==> src/rtl/instr_fetch_unit.sv <==
// instr_fetch_unit -- fetch stage of the 16-bit SIMPLE processor.
//
// Holds the PC, fetches one instruction at a time from instruction memory
// over a req/ready handshake, and presents it to the decoder/controller on
// instr/instr_valid until the controller acknowledges it. On acknowledge the
// controller's halt/branch decode of that instruction is applied. A single
// exec pulse starts the unit from IDLE; an exec pulse while running requests
// a pause that takes effect at the next acknowledge.
//
// Ports:
//   clock, reset          rising-edge clock, asynchronous active-low reset
//   exec                  run/pause request pulse
//   imem_req/imem_addr    fetch request and address (address always = pc)
//   imem_ready/imem_rdata memory completion and fetched word
//   instr/instr_valid     current instruction (0 when not valid)
//   instr_ack             controller consumed instr this cycle
//   halt, pc_src          controller decode of instr (HLT / taken branch)
//   branch_target         redirect address, used with pc_src
//   pc_out                address of the instruction on instr
//   running               high while in REQ, WAIT or HOLD
module instr_fetch_unit #(
  parameter int unsigned           ADDR_W   = 16,
  parameter int unsigned           DATA_W   = 16,
  parameter logic [ADDR_W-1:0]     RESET_PC = '0
) (
  input  logic              clock,
  input  logic              reset,
  input  logic              exec,
  output logic              imem_req,
  output logic [ADDR_W-1:0] imem_addr,
  input  logic              imem_ready,
  input  logic [DATA_W-1:0] imem_rdata,
  output logic [DATA_W-1:0] instr,
  output logic              instr_valid,
  input  logic              instr_ack,
  input  logic              halt,
  input  logic              pc_src,
  input  logic [ADDR_W-1:0] branch_target,
  output logic [ADDR_W-1:0] pc_out,
  output logic              running
);

  typedef enum logic [2:0] {
    S_IDLE,
    S_REQ,
    S_WAIT,
    S_HOLD,
    S_HALTED
  } state_e;

  state_e              state_q, state_d;
  logic [ADDR_W-1:0]   pc_q, pc_d;
  logic [ADDR_W-1:0]   pc_out_q, pc_out_d;
  logic [DATA_W-1:0]   instr_q, instr_d;
  logic                instr_valid_q, instr_valid_d;
  logic                pause_pending_q, pause_pending_d;

  // NOTE: every state variable is given its current value first, so any path
  // that does not assign it holds the flop instead of inferring a latch.
  always_comb begin
    state_d         = state_q;
    pc_d            = pc_q;
    pc_out_d        = pc_out_q;
    instr_d         = instr_q;
    instr_valid_d   = instr_valid_q;
    pause_pending_d = pause_pending_q;

    unique case (state_q)
      S_IDLE: begin
        if (exec) state_d = S_REQ;
      end

      S_REQ, S_WAIT: begin
        // A pause never aborts the fetch in flight; it is remembered instead.
        if (exec) pause_pending_d = 1'b1;
        if (imem_ready) begin
          instr_d       = imem_rdata;
          pc_out_d      = pc_q;
          pc_d          = pc_q + ADDR_W'(1);   // wraps modulo 2^ADDR_W
          instr_valid_d = 1'b1;
          state_d       = S_HOLD;
        end else begin
          state_d       = S_WAIT;
        end
      end

      S_HOLD: begin
        if (!instr_ack) begin
          if (exec) pause_pending_d = 1'b1;
        end else if (halt) begin
          // halt wins over branch and pause; pc is left untouched.
          instr_valid_d   = 1'b0;
          instr_d         = '0;
          pause_pending_d = 1'b0;
          state_d         = S_HALTED;
        end else begin
          // pc already points past this instruction; a taken branch replaces it.
          if (pc_src) pc_d = branch_target;
          instr_valid_d = 1'b0;
          instr_d       = '0;
          if (pause_pending_q || exec) begin
            pause_pending_d = 1'b0;
            state_d         = S_IDLE;
          end else begin
            state_d         = S_REQ;
          end
        end
      end

      S_HALTED: begin
        // Only reset leaves this state.
      end

      default: state_d = S_IDLE;
    endcase
  end

  // NOTE: sequential state uses non-blocking assignments so every flop samples
  // the values from before the edge, independent of statement order.
  always_ff @(posedge clock or negedge reset) begin
    if (!reset) begin
      state_q         <= S_IDLE;
      pc_q            <= RESET_PC;
      pc_out_q        <= '0;
      instr_q         <= '0;
      instr_valid_q   <= 1'b0;
      pause_pending_q <= 1'b0;
    end else begin
      state_q         <= state_d;
      pc_q            <= pc_d;
      pc_out_q        <= pc_out_d;
      instr_q         <= instr_d;
      instr_valid_q   <= instr_valid_d;
      pause_pending_q <= pause_pending_d;
    end
  end

  // instr_q is cleared whenever instr_valid drops, so instr reads 0 (NOP)
  // whenever nothing valid is presented.
  assign imem_req    = (state_q == S_REQ) || (state_q == S_WAIT);
  assign imem_addr   = pc_q;
  assign instr       = instr_q;
  assign instr_valid = instr_valid_q;
  assign pc_out      = pc_out_q;
  assign running     = (state_q == S_REQ) || (state_q == S_WAIT) ||
                       (state_q == S_HOLD);

endmodule

==> config.mk <==
export PLATFORM = sky130hd
export DESIGN_NAME = instr_fetch_unit
export DESIGN_NICKNAME = d
export VERILOG_FILES = /design/src/rtl/instr_fetch_unit.sv
export SDC_FILE = /design/constraint.sdc
export NUM_CORES = 1
export LEC_CHECK = 0
export CORE_MARGIN = 3
export CORE_UTILIZATION = 35
export CTS_CLUSTER_SIZE = 28
export DETAILED_ROUTE_END_ITERATION = 10
export GPL_TIMING_DRIVEN = 0
export MAX_ROUTING_LAYER = met4
export PLACE_DENSITY = 0.74
export SLEW_MARGIN = 15
export SYNTH_ARGS = -nofsm -noshare
export SYNTH_HDL_FRONTEND = slang
export SYNTH_SLANG_ARGS = --single-unit
==> constraint.sdc <==
create_clock -name clock -period 1.71 [get_ports clock]
set_input_delay 0.513 -clock clock [delete_from_list [all_inputs] [get_ports clock]]
set_output_delay 0.513 -clock clock [all_outputs]
set_load 0.05 [all_outputs]
==> key figures <==
Critical path
  – Crit Path Max Fanout: 6
  – Max stage delay cell, worst path: a211o_1
  – CP peak stage delay: 340 ps
  – CP arrival: 2050 ps
  – Worst R2R Path Depth: 6
  – RR Endpoint: imem_addr[1]
  – WS Path Type: in2reg
  – Worst-path cell chain: clkdlybuf4s15_1 > mux2i_1 > a211o_1 > buf_6 > nor2_4 > mux2_4
  – Startpoint Class: primary input
  – R2R Path Start: state_q[0]
  – Required @ worst endpoint: 1910 ps
  – CP Capture Type: flop
  – Register-to-register setup slack: -110 ps

GRT
  – GRT Util Overall: 17.9%
  – Pin count of the biggest net entering global routing: 54
  – Vias in the first global route: 2310
  – Initial antenna violation count: 0
  – Total grt overflow: 0
  – First-pass GRT wire length: 11800 µm

STA
  – TNS Setup: -1160 ps
  – Max transition margin: 55.0%
  – Worst Clk Skew: 4.63 ps
  – Setup violators final: 23
  – Max Freq: 541 MHz
  – RSZ-0062 raised after global routing: true
  – Max-slew violations: 0
  – Final number of hold-violating endpoints: 0
  – Final min period: 1850 ps
  – Slew @ Worst Pin: 674 ps
  – Worst setup margin: -139 ps
  – Period utilization: 108%

Yosys
  – Register area share after synthesis: 50.8%
  – Top_reg_cell synth: dfrtp_1
  – Most area-consuming cells after synthesis: dfrtp_1 51%, mux2_2 6.0%, a22o_1 5.4%, a2bb2oi_2 4.0%, a211oi_2 2.9%
  – Post-Synthesis Cell Area: 0.00261 mm²
  – Mapped Nets: 260
  – Warnings, synthesis: 0
  – Register bit total from synthesis: 53
  – Most frequent cells after synthesis: 53 x dfrtp_1, 19 x nand2_1, 16 x a22o_1
  – Share of the synthesized area in the top cell type: 50.8%
  – Ys async rst share: 100%
  – Synth Area per Inst: 11.9 µm²
  – Number of flops mapped to enable cells by yosys: 0
  – Most frequent cell after synthesis: dfrtp_1
  – Leading area contributor after synthesis: dfrtp_1
  – Post-Syn Instances: 220
  – Netlist cell types: 43

CTS
  – CTS Buf Count: 5
  – Clk sinks: 53
  – Skew-Pair Late Insertion Delay: 300 ps
  – CTS tree: built
  – Root Buffer: clkbuf_8
  – # hold bufs at CTS: 0
  – H-tree Lvls: 2
  – Clock slew at reported path FFs: 100 ps
  – Max clock buf depth: 2

Routing
  – Via count: 2288
  – Drt drc: 0
  – Via/cell ratio: 5.33
  – DR pass1 iterations: 4
  – Post-DRT Antenna Nets: 0
  – WL per Instance: 17.4 µm
  – WL final: 7460 µm
  – Initial drt markers: 143

Placed design
  – Hpwl dp: 4800 µm
  – # port buffers: 89
  – Placer Congestion: 0.864

Die
  – Row count: 30
  – Core box area: 0.00702 mm²
  – Die width: 92.4 µm
  – Initial core utilization: 37.2%
  – DIE HEIGHT: 92.4 µm
  – Die ar.: 0.00853 mm²
  – Io pins: 90

Status
  – Status: finished with violations
  – Failing checks: setup timing

Cells and area
  – Layout cells sized above 1: 44.4%
  – # nets final: 372
  – Ant. Diodes: 0
  – Layout overhead on the synthesized area: 55.8%

Worst hold path
  – Worst hold path class: in2async

Run
  – Max cap viols: 0
how the worst max path moves through the flow:
| stage | from | end | slack, ps |
|---|---|---|---|
| 2_1_floorplan | state_q[1] | pc_out[6] | 3 |
| 3_3_place_gp | reset | imem_addr[6] | -1690 |
| 3_5_place_dp | imem_ready | imem_addr[1] | -660 |
| 4_1_cts | state_q[0] | running | -180 |
| 5_1_grt | state_q[0] | imem_addr[1] | -190 |
| 6_report | imem_ready | imem_addr[1] | -140 |
flip-flops by register name (all words and copies together) (netlist names):
register and flops:
imem_addr 16, instr 16, pc_out 16, state_q 3, instr_valid 1, pause_pending_q 1
kinds of logic (layout without fill, tap and decap cells):
kind of cell	count (synthesis)	after routing	synth area share (%)
buf+inv	21	134	4.79
xor+xnor	1	1	0.336
flops	53	53	50.8
mux	18	18	7.72
compound gates	68	68	22.7
simple gates	58	58	13.1
fa+ha+maj	1	1	0.479
placed cells by master, fill, tap and decap left out, types with 6 or more instances in the layout:
cell,netlist,routed
nand2_1,19,18
buf_2,7,9
o21ai_0,6,6
dfrtp_1,53,45
a22o_1,16,16
clkbuf_2,0,27
clkdlybuf4s50_1,0,35
buf_6,4,7
clkdlybuf4s15_2,0,14
mux2_2,14,14
a2bb2oi_2,7,12
buf_4,2,13
o22ai_1,8,8
dfrtp_2,0,8
clkdlybuf4s15_1,0,8
critical path: cells and delay by family:
kind	cells	cell delay, ps
compound gates	1	340
simple gates	1	240
buf+inv	2	490
mux	2	440
cell type report:
class | instances | area (µm²)
well taps | 96 | 120
repair buffers | 108 | 1020
fillers | 588 | 2950
clock buffers | 5 | 68.8
inverters | 1 | 3.75
clock inverters | 3 | 65.1
multi-input cells | 146 | 1290
flip-flops and latches | 53 | 1340
plain buffers | 17 | 158
per-stage QoR:
step / hold slack, ps / worst slack, ps / utilization [%] / std cells / cell area (µm²)
after detailed placement: 469 / -662 / 52.0 / 405 / 3650
after floorplan: 217 / 3.32 / - / 220 / 2640
final: 241 / -139 / 57.9 / 429 / 4070
after global routing: 286 / -190 / 57.9 / 429 / 4070
after CTS: 266 / -184 / 58.1 / 428 / 4080
after global placement: 466 / -1690 / 52.0 / 405 / 3650
routing by layer:
metal / vias up / routed length (µm) / GRT usage (%)
li1: 1062 / - / -
met1: 1121 / 3230 / 24.0
met2: 97 / 3650 / 28.2
met3: 8 / 514 / 3.90
met4: 0 / 61 / 3.71
met5: - / 0 / -
timing repair:
item                                    4_1_cts  5_1_grt
endpoints found under the setup margin       84       72
cloned                                        4        1
gates resized for setup                     157       59
buffers inserted                             12        3
pin swaps                                    15        4
Power is not shown: default switching activity piles up to over one toggle a cycle in this logic, so the estimate is an artifact.
